File: config.mk
export PLATFORM = sky130hd
export DESIGN_NAME = quad_esc_pwm
export DESIGN_NICKNAME = d
export VERILOG_FILES = /design/src/rtl/quad_esc_pwm.sv
export SDC_FILE = /design/constraint.sdc
export NUM_CORES = 1
export LEC_CHECK = 0
export CAP_MARGIN = 20
export CORE_UTILIZATION = 59
export CTS_CLUSTER_DIAMETER = 100
export DETAILED_ROUTE_END_ITERATION = 16
export PLACE_DENSITY = 0.8
export SLEW_MARGIN = 15
export SYNTH_ARGS = -nofsm -noshare
export SYNTH_HDL_FRONTEND = slang
export SYNTH_SLANG_ARGS = --single-unit
File: constraint.sdc
create_clock -name clk -period 5.2 [get_ports clk]
set_clock_uncertainty 0.15 [all_clocks]
set_input_delay 1.04 -clock clk [delete_from_list [all_inputs] [get_ports clk]]
set_output_delay 1.04 -clock clk [all_outputs]
set_load 0.01 [all_outputs]
File: src/rtl/quad_esc_pwm.sv
// quad_esc_pwm: four-channel servo-style ESC pulse generator with an arming sequencer.
// Pulse widths reload only at frame end, so disarm is the only thing that can cut a pulse short.
module quad_esc_pwm #(
    parameter int unsigned FRAME_CYCLES = 1_000_000,
    parameter int unsigned BASE_CYCLES  = 50_000,
    parameter int unsigned SHIFT        = 4,
    parameter int unsigned ARM_FRAMES   = 50
) (
    input  logic        clk,
    input  logic        rst,
    input  logic        arm,
    input  logic        upd,
    input  logic [10:0] frnt_spd,
    input  logic [10:0] bck_spd,
    input  logic [10:0] lft_spd,
    input  logic [10:0] rght_spd,
    output logic        frnt,
    output logic        bck,
    output logic        lft,
    output logic        rght,
    output logic        frm_strt,
    output logic        armed
);
    localparam int unsigned ACW = (ARM_FRAMES > 1) ? $clog2(ARM_FRAMES) : 1;

    typedef enum logic [1:0] {
        DISARMED = 2'd0,
        ARMING   = 2'd1,
        ARMED    = 2'd2
    } state_e;

    state_e          state_q, state_d;
    logic [ACW-1:0]  arm_cnt_q, arm_cnt_d;
    logic [19:0]     frm_cnt_q, frm_cnt_d;
    logic [10:0]     spd_in [4];
    logic [10:0]     shd_q  [4];
    logic [10:0]     shd_d  [4];
    logic [19:0]     wid_q  [4];
    logic [19:0]     wid_d  [4];
    logic [3:0]      pwm_q, pwm_d;
    logic            frm_strt_q, frm_strt_d;
    logic            armed_q, armed_d;
    logic            frame_end;

    assign spd_in[0] = frnt_spd;
    assign spd_in[1] = bck_spd;
    assign spd_in[2] = lft_spd;
    assign spd_in[3] = rght_spd;

    assign frame_end = (frm_cnt_q == 20'(FRAME_CYCLES - 1));
    assign frm_cnt_d = frame_end ? '0 : frm_cnt_q + 20'd1;

    always_ff @(posedge clk) begin
        if (rst) begin
            state_q   <= DISARMED;
            arm_cnt_q <= '0;
        end else begin
            state_q   <= state_d;
            arm_cnt_q <= arm_cnt_d;
        end
    end

    // Dropping arm wins over everything, on any edge.
    always_comb begin
        state_d   = state_q;
        arm_cnt_d = arm_cnt_q;
        if (!arm) begin
            state_d = DISARMED;
        end else if (frame_end) begin
            unique case (state_q)
                DISARMED: begin
                    state_d   = ARMING;
                    arm_cnt_d = '0;
                end
                ARMING: begin
                    if (arm_cnt_q == ACW'(ARM_FRAMES - 1)) state_d = ARMED;
                    else arm_cnt_d = arm_cnt_q + ACW'(1);
                end
                default: ;
            endcase
        end
    end

    // shd_d already carries the bypass: with upd on the frame-end edge the fresh speed is used.
    always_comb begin
        for (int i = 0; i < 4; i++) begin
            shd_d[i] = upd ? spd_in[i] : shd_q[i];
            wid_d[i] = wid_q[i];
            if (!arm || frame_end) begin
                unique case (state_d)
                    ARMED:   wid_d[i] = 20'(BASE_CYCLES) + (20'(shd_d[i]) << SHIFT);
                    ARMING:  wid_d[i] = 20'(BASE_CYCLES);
                    default: wid_d[i] = '0;
                endcase
            end
        end
    end

    always_comb begin
        armed_d    = (state_d == ARMED);
        frm_strt_d = (frm_cnt_q == '0);
        for (int i = 0; i < 4; i++) begin
            pwm_d[i] = (frm_cnt_q < wid_q[i]);
        end
    end

    always_ff @(posedge clk) begin
        if (rst) begin
            frm_cnt_q  <= '0;
            pwm_q      <= '0;
            frm_strt_q <= 1'b0;
            armed_q    <= 1'b0;
            for (int i = 0; i < 4; i++) begin
                shd_q[i] <= '0;
                wid_q[i] <= '0;
            end
        end else begin
            frm_cnt_q  <= frm_cnt_d;
            pwm_q      <= pwm_d;
            frm_strt_q <= frm_strt_d;
            armed_q    <= armed_d;
            for (int i = 0; i < 4; i++) begin
                shd_q[i] <= shd_d[i];
                wid_q[i] <= wid_d[i];
            end
        end
    end

    assign frnt     = pwm_q[0];
    assign bck      = pwm_q[1];
    assign lft      = pwm_q[2];
    assign rght     = pwm_q[3];
    assign frm_strt = frm_strt_q;
    assign armed    = armed_q;
endmodule

**Word-level counts from Yosys, hierarchy flattened**

Memory sizes are Yosys's and may differ from the RTL's.
Cells that the tools add are included.
Widths: inputs -> output; s select.

- Add/sub/neg operators: 6
- Magnitude comparators: 4
- Equal/unequal tests: 6
- Multiplexer cells: 29
- Bitwise gates (word level): 8
- Reductions and logical operators: 7

Operators by type and width:

| kind | number |
|---|---|
| $mux 20 | 8 |
| $pmux 17 s2 | 4 |
| $mux 11 | 8 |
| $lt 20x20->1 | 4 |
| $add 16x15->17 const A | 4 |
| $add 20x1->20 const B | 1 |
| $eq 20x20->1 const B | 1 |
| $logic_not 20->1 | 1 |
| $pmux 6 s2 | 1 |
| $or 1x1->1 | 8 |
| $add 6x1->6 const B | 1 |
| $eq 6x6->1 const B | 1 |
| $mux 2 | 3 |
| $mux 6 | 1 |
| $eq 2x1->1 const B | 2 |
| $pmux 2 s2 | 1 |
| $reduce_and 4->1 | 1 |
| $mux 1 | 3 |
| $eq 2x2->1 const B | 1 |
| $logic_not 2->1 | 1 |
| $ne 2x2->1 const B | 1 |
| $reduce_bool 2->1 | 1 |
| $reduce_or 2->1 | 1 |
| $logic_not 1->1 | 1 |
| $logic_or 1x1->1 | 1 |

- Flip-flop bits (word level): 34
- Bits in writable memories: 124
- Bits of input ports: 48
- Output and inout bits: 6
- Memories: 2

Memory list:

| memory | words | bits a word | read ports | clocked after Yosys merged registers in | wr ports | line | RTL |
|---|---|---|---|---|---|---|---|
| wid_q | 4 | 20 | 4 | 0 | 4 | 38 | `logic [19:0] wid_q [4];` |
| shd_q | 4 | 11 | 4 | 0 | 4 | 36 | `logic [10:0] shd_q [4];` |

**Longest topological paths before layout**

- Word-level depth: 9
- Gate-level depth with buffers: 15
- Gate-level depth less buffers: 13

**Worst setup path after synthesis**

No wires, ideal clock.

- Path type: input -> register
- Start: input port upd
- End: memory wid_q[3][12]
- Arrival time: 3.801 ns
- Data required time: 4.933 ns
- Setup slack: 1.132 ns
- Cell stages on the path: 13
- Buffers on the path: 5
- Cell sequence: buf_2 buf_2 buf_2 buf_2 buf_2 mux2_2 ha_1 o211ai_1 o21ai_0 or2_2 nor2b_1 xnor2_1 a22o_1

RTL lines:

| element | line | RTL |
|---|---|---|
| start, declared | 12 | `input logic upd,` |
| end, declared | 38 |  |

==> metrics.log <==
INFO  metric route.detailed.wl_per_inst = around 17 um
INFO  metric cts_num_sinks = 130
INFO  metric dpl.hpwl = 12.4 mm
INFO  metric hold_viol = 0
INFO  metric run_status = finished, violations left
INFO  metric pwr_density_cell = 316 nW/um^2
INFO  metric route.final.wire_length = approximately 18 mm
INFO  metric first_pass_iters = 12
INFO  metric die_h = 111 um
INFO  metric cp_data_arrival_time = approximately 4300 ps
INFO  metric r2r-start = frm_cnt_q[0]$_SDFF_PP0_
INFO  metric route.antenna.remaining_nets = 0
INFO  metric period_share = between 70% and 80%
INFO  metric violations = design-rule violations
INFO  metric grt_start_max_net_pins = 81
INFO  metric postSynthRegisterBits = 130
INFO  metric synth_sequential_area_ratio = 36.9%
INFO  metric io-pin-count = 54
INFO  metric post_route_setup_tns = 0 ps
INFO  metric numPlacedInstances = between 900 and 1000
INFO  metric core_area = 11500 um^2
INFO  metric diodes = 0
INFO  metric max-clock-path-buffers = 2
INFO  metric final_number_of_setup_violating_endpoints = 0
INFO  metric synth_flop_cell = sky130_fd_sc_hd__dfxtp_1
INFO  metric synth_cell_type_count = 52
INFO  metric setup.worst_path.class = flip-flop to flip-flop
INFO  metric quantity_of_i_o_buffers_inserted_on_ports = 53
INFO  metric antenna_found_initial = 0
INFO  metric cts-hold-fix-buffers = 0
INFO  metric worstRegToRegCells = 14
INFO  metric route.vias.total = roughly 6100
INFO  metric place_congestion = 0.851
INFO  metric critical_path.max_fanout = 28
INFO  metric die_area = 12400 um^2
INFO  metric syn_inst = 812
INFO  metric hp-start = wid_q[0][16]$_SDFFE_PP0P_
INFO  metric floorplan.rows = 39
INFO  metric via_density_per_instance = 5.96
INFO  metric post-synth-top-count-cell = sky130_fd_sc_hd__dfxtp_1
INFO  metric start_kind = flip-flop
INFO  metric clk_slew_on_worst_s_h_paths = 50 ps
INFO  metric grt_overflow = 0
INFO  metric global_route.usage.total = roughly 30%
INFO  metric tritoncts_clock_tree = yes
INFO  metric clk_latency = roughly 430 ps
INFO  metric synthesis.yosys.warnings = 0
INFO  metric number_of_synthesized_flops_with_an_enable_pin = 0
INFO  metric grt_pass1_vias = 5961
INFO  metric maxSlewViolCount = 0
INFO  metric worst-r2r-setup-slack = 1150 ps
INFO  metric cts_buffers = 17
INFO  metric mappedNetlistArea = 7050 um^2
INFO  metric syn2layout_area_growth = 18.4%
INFO  metric regToRegEndpoint = wid_q[3][15]$_SDFFE_PP0P_
INFO  metric dpl_cell_area = approximately 7700 um^2
INFO  metric worst_max_slew_pin_slew = 1120 ps
INFO  metric minimum_clock_period_after_layout = 4050 ps
INFO  metric htree_levels = 4
INFO  metric synth.area.top_cells = sky130_fd_sc_hd__dfxtp_1 37%, sky130_fd_sc_hd__ha_1 10%, sky130_fd_sc_hd__mux2i_1 6.1%
INFO  metric timing.hold.worst_endpoint = wid_q[0][16]$_SDFFE_PP0P_
INFO  metric post_layout_nonfiller_instances = between 1000 and 1500
INFO  metric max_frequency = roughly 250 MHz
INFO  metric postLayoutCellArea = 8350 um^2
INFO  metric worst_slew_margin_rel = 25.3%
INFO  metric unrepaired_setup_endpoints_after_global_routing = false
INFO  metric initial_utilization = 61.2%
INFO  metric die_span_x = 111 um
INFO  metric peakVddDrop = 0.251 mV
INFO  metric max_cap_viol_count = 0
INFO  metric clk_root_buffer_cell = sky130_fd_sc_hd__clkbuf_16
INFO  metric setup.worst_path.end_class = flip-flop
INFO  metric synth-async-reset-ratio = 0%
INFO  metric cts_setup_buffers = 0
INFO  metric p_leak = 0.00345 uW
INFO  metric share_of_layout_cells_above_drive_strength_1 = roughly 6.3%
INFO  metric synth.top_cells.by_count = 130 x sky130_fd_sc_hd__dfxtp_1, 107 x sky130_fd_sc_hd__nor2_1, 70 x sky130_fd_sc_hd__inv_1
INFO  metric timing.hold.worst_path_depth = 2
INFO  metric grt_pass1_wl = 28.7 mm
INFO  metric final_net_count = 966
INFO  metric postCtsResizedCells = 0
INFO  metric critical_path_required = 5420 ps
INFO  metric synth.net_count = 918
INFO  metric syn_area_per_cell = 8.69 um^2
INFO  metric holdCritPathClass = flip-flop to flip-flop
INFO  metric drc = 5
INFO  metric detail_route.iter0.violations = 341
INFO  metric synth_largest_area_cell = sky130_fd_sc_hd__dfxtp_1
INFO  metric synth.top_cell.area_share = 36.9%
-- area by class of cell --
class | count | area [um^2]
clock buffer | 22 | 474
clock inverter | 10 | 203
fill | 831 | 3170
inverter | 70 | 263
multi-input combinational | 582 | 4060
sequential | 130 | 2600
tap | 143 | 179
timing repair buffer | 59 | 568
-- worst max path at each step --
stage	depth (start not counted)	slack [ps]	endpoint	from
2_1_floorplan	13	1130	wid_q[3][12]$_SDFFE_PP0P_	upd
3_3_place_gp	10	1370	wid_q[3][12]$_SDFFE_PP0P_	upd
3_5_place_dp	14	1240	wid_q[3][15]$_SDFFE_PP0P_	frm_cnt_q[0]$_SDFF_PP0_
4_1_cts	14	1170	wid_q[3][15]$_SDFFE_PP0P_	frm_cnt_q[0]$_SDFF_PP0_
5_1_grt	14	920	wid_q[3][15]$_SDFFE_PP0P_	frm_cnt_q[0]$_SDFF_PP0_
6_report	14	1150	wid_q[3][15]$_SDFFE_PP0P_	frm_cnt_q[0]$_SDFF_PP0_
-- through the flow --
step	hold slack (ps)	util (%)	power, uW	worst slack (ps)
floorplan	282	-	1200	1130
global placement	293	66.6	1280	1370
detailed placement	297	66.6	1290	1240
CTS	302	72.5	2650	1170
global route	322	72.5	2710	921
finish	303	72.5	2640	1150
-- placed cells by master, fill, tap and decap left out, types with 3 or more instances in the layout --
cell	count
sky130_fd_sc_hd__xnor2_1	34
sky130_fd_sc_hd__dfxtp_1	130
sky130_fd_sc_hd__nor2_1	107
sky130_fd_sc_hd__clkbuf_16	17
sky130_fd_sc_hd__o211ai_1	5
sky130_fd_sc_hd__a21oi_1	46
sky130_fd_sc_hd__bufinv_16	6
sky130_fd_sc_hd__mux2i_1	43
sky130_fd_sc_hd__nand4_1	8
sky130_fd_sc_hd__or4_1	5
sky130_fd_sc_hd__nand3b_1	5
sky130_fd_sc_hd__nand2b_1	10
sky130_fd_sc_hd__inv_1	70
sky130_fd_sc_hd__nor2b_1	13
sky130_fd_sc_hd__and3_1	5
sky130_fd_sc_hd__ha_1	58
sky130_fd_sc_hd__or3_1	7
sky130_fd_sc_hd__nor3_1	8
sky130_fd_sc_hd__clkdlybuf4s50_1	51
sky130_fd_sc_hd__a21o_1	25
sky130_fd_sc_hd__nand3_1	21
sky130_fd_sc_hd__nor4_1	5
sky130_fd_sc_hd__a221o_1	11
sky130_fd_sc_hd__and2_1	7
sky130_fd_sc_hd__clkbuf_8	3
sky130_fd_sc_hd__o21ai_0	21
sky130_fd_sc_hd__a22oi_1	15
sky130_fd_sc_hd__mux2_2	5
sky130_fd_sc_hd__nand2_1	51
sky130_fd_sc_hd__a22o_1	11
sky130_fd_sc_hd__xor2_1	19
sky130_fd_sc_hd__buf_4	7
sky130_fd_sc_hd__a221oi_1	8
sky130_fd_sc_hd__clkinv_2	3
-- critical path, stage by stage (launching register included) --
cell and delay (ps):
sky130_fd_sc_hd__dfxtp_1 390, sky130_fd_sc_hd__ha_1 250, sky130_fd_sc_hd__nand4_2 200, sky130_fd_sc_hd__or4_1 590, sky130_fd_sc_hd__nor3_1 190, sky130_fd_sc_hd__mux2_2 350, sky130_fd_sc_hd__nand2_1 120, sky130_fd_sc_hd__ha_1 300
sky130_fd_sc_hd__nand4b_1 230, sky130_fd_sc_hd__o32ai_2 150, sky130_fd_sc_hd__buf_4 330, sky130_fd_sc_hd__and2_1 170, sky130_fd_sc_hd__buf_4 310, sky130_fd_sc_hd__o211ai_1 150, sky130_fd_sc_hd__nand2_1 80
-- state kept, by name, indices dropped and copies added, names as in the netlist --
signal,count
state_q,2
frm_strt,1
shd_q,44
pwm_q,4
armed,1
arm_cnt_q,6
wid_q,52
frm_cnt_q,20
-- cells by family (layout without fill, tap and decap cells) --
group,after synthesis,in the layout,share of synthesized area [%]
multiplexers,48,48,6.90
AND/OR/NAND/NOR,264,264,18.1
AO/OA/AOI/OAI,159,159,15.6
XOR/XNOR,53,53,6.58
buffers and inverters,100,161,5.57
adder cells (fa/ha/maj),58,58,10.3
flip-flops,130,130,36.9
-- metal layers --
metal,vias to the layer above,routed length (um),global-route usage (%)
met4,0,489,14.5
met5,-,0,0
met1,2884,7720,35.9
li1,2927,-,-
met2,193,8460,49.4
met3,50,951,6.91
-- report_power, final --
part	leakage [uW]	internal, uW	switching (uW)
logic	0.00207	106	134
clock network	0.000330	934	434
registers	0.00106	1020	13.3
total	0.00345	2060	581
Power figures use the tool's default switching activity.
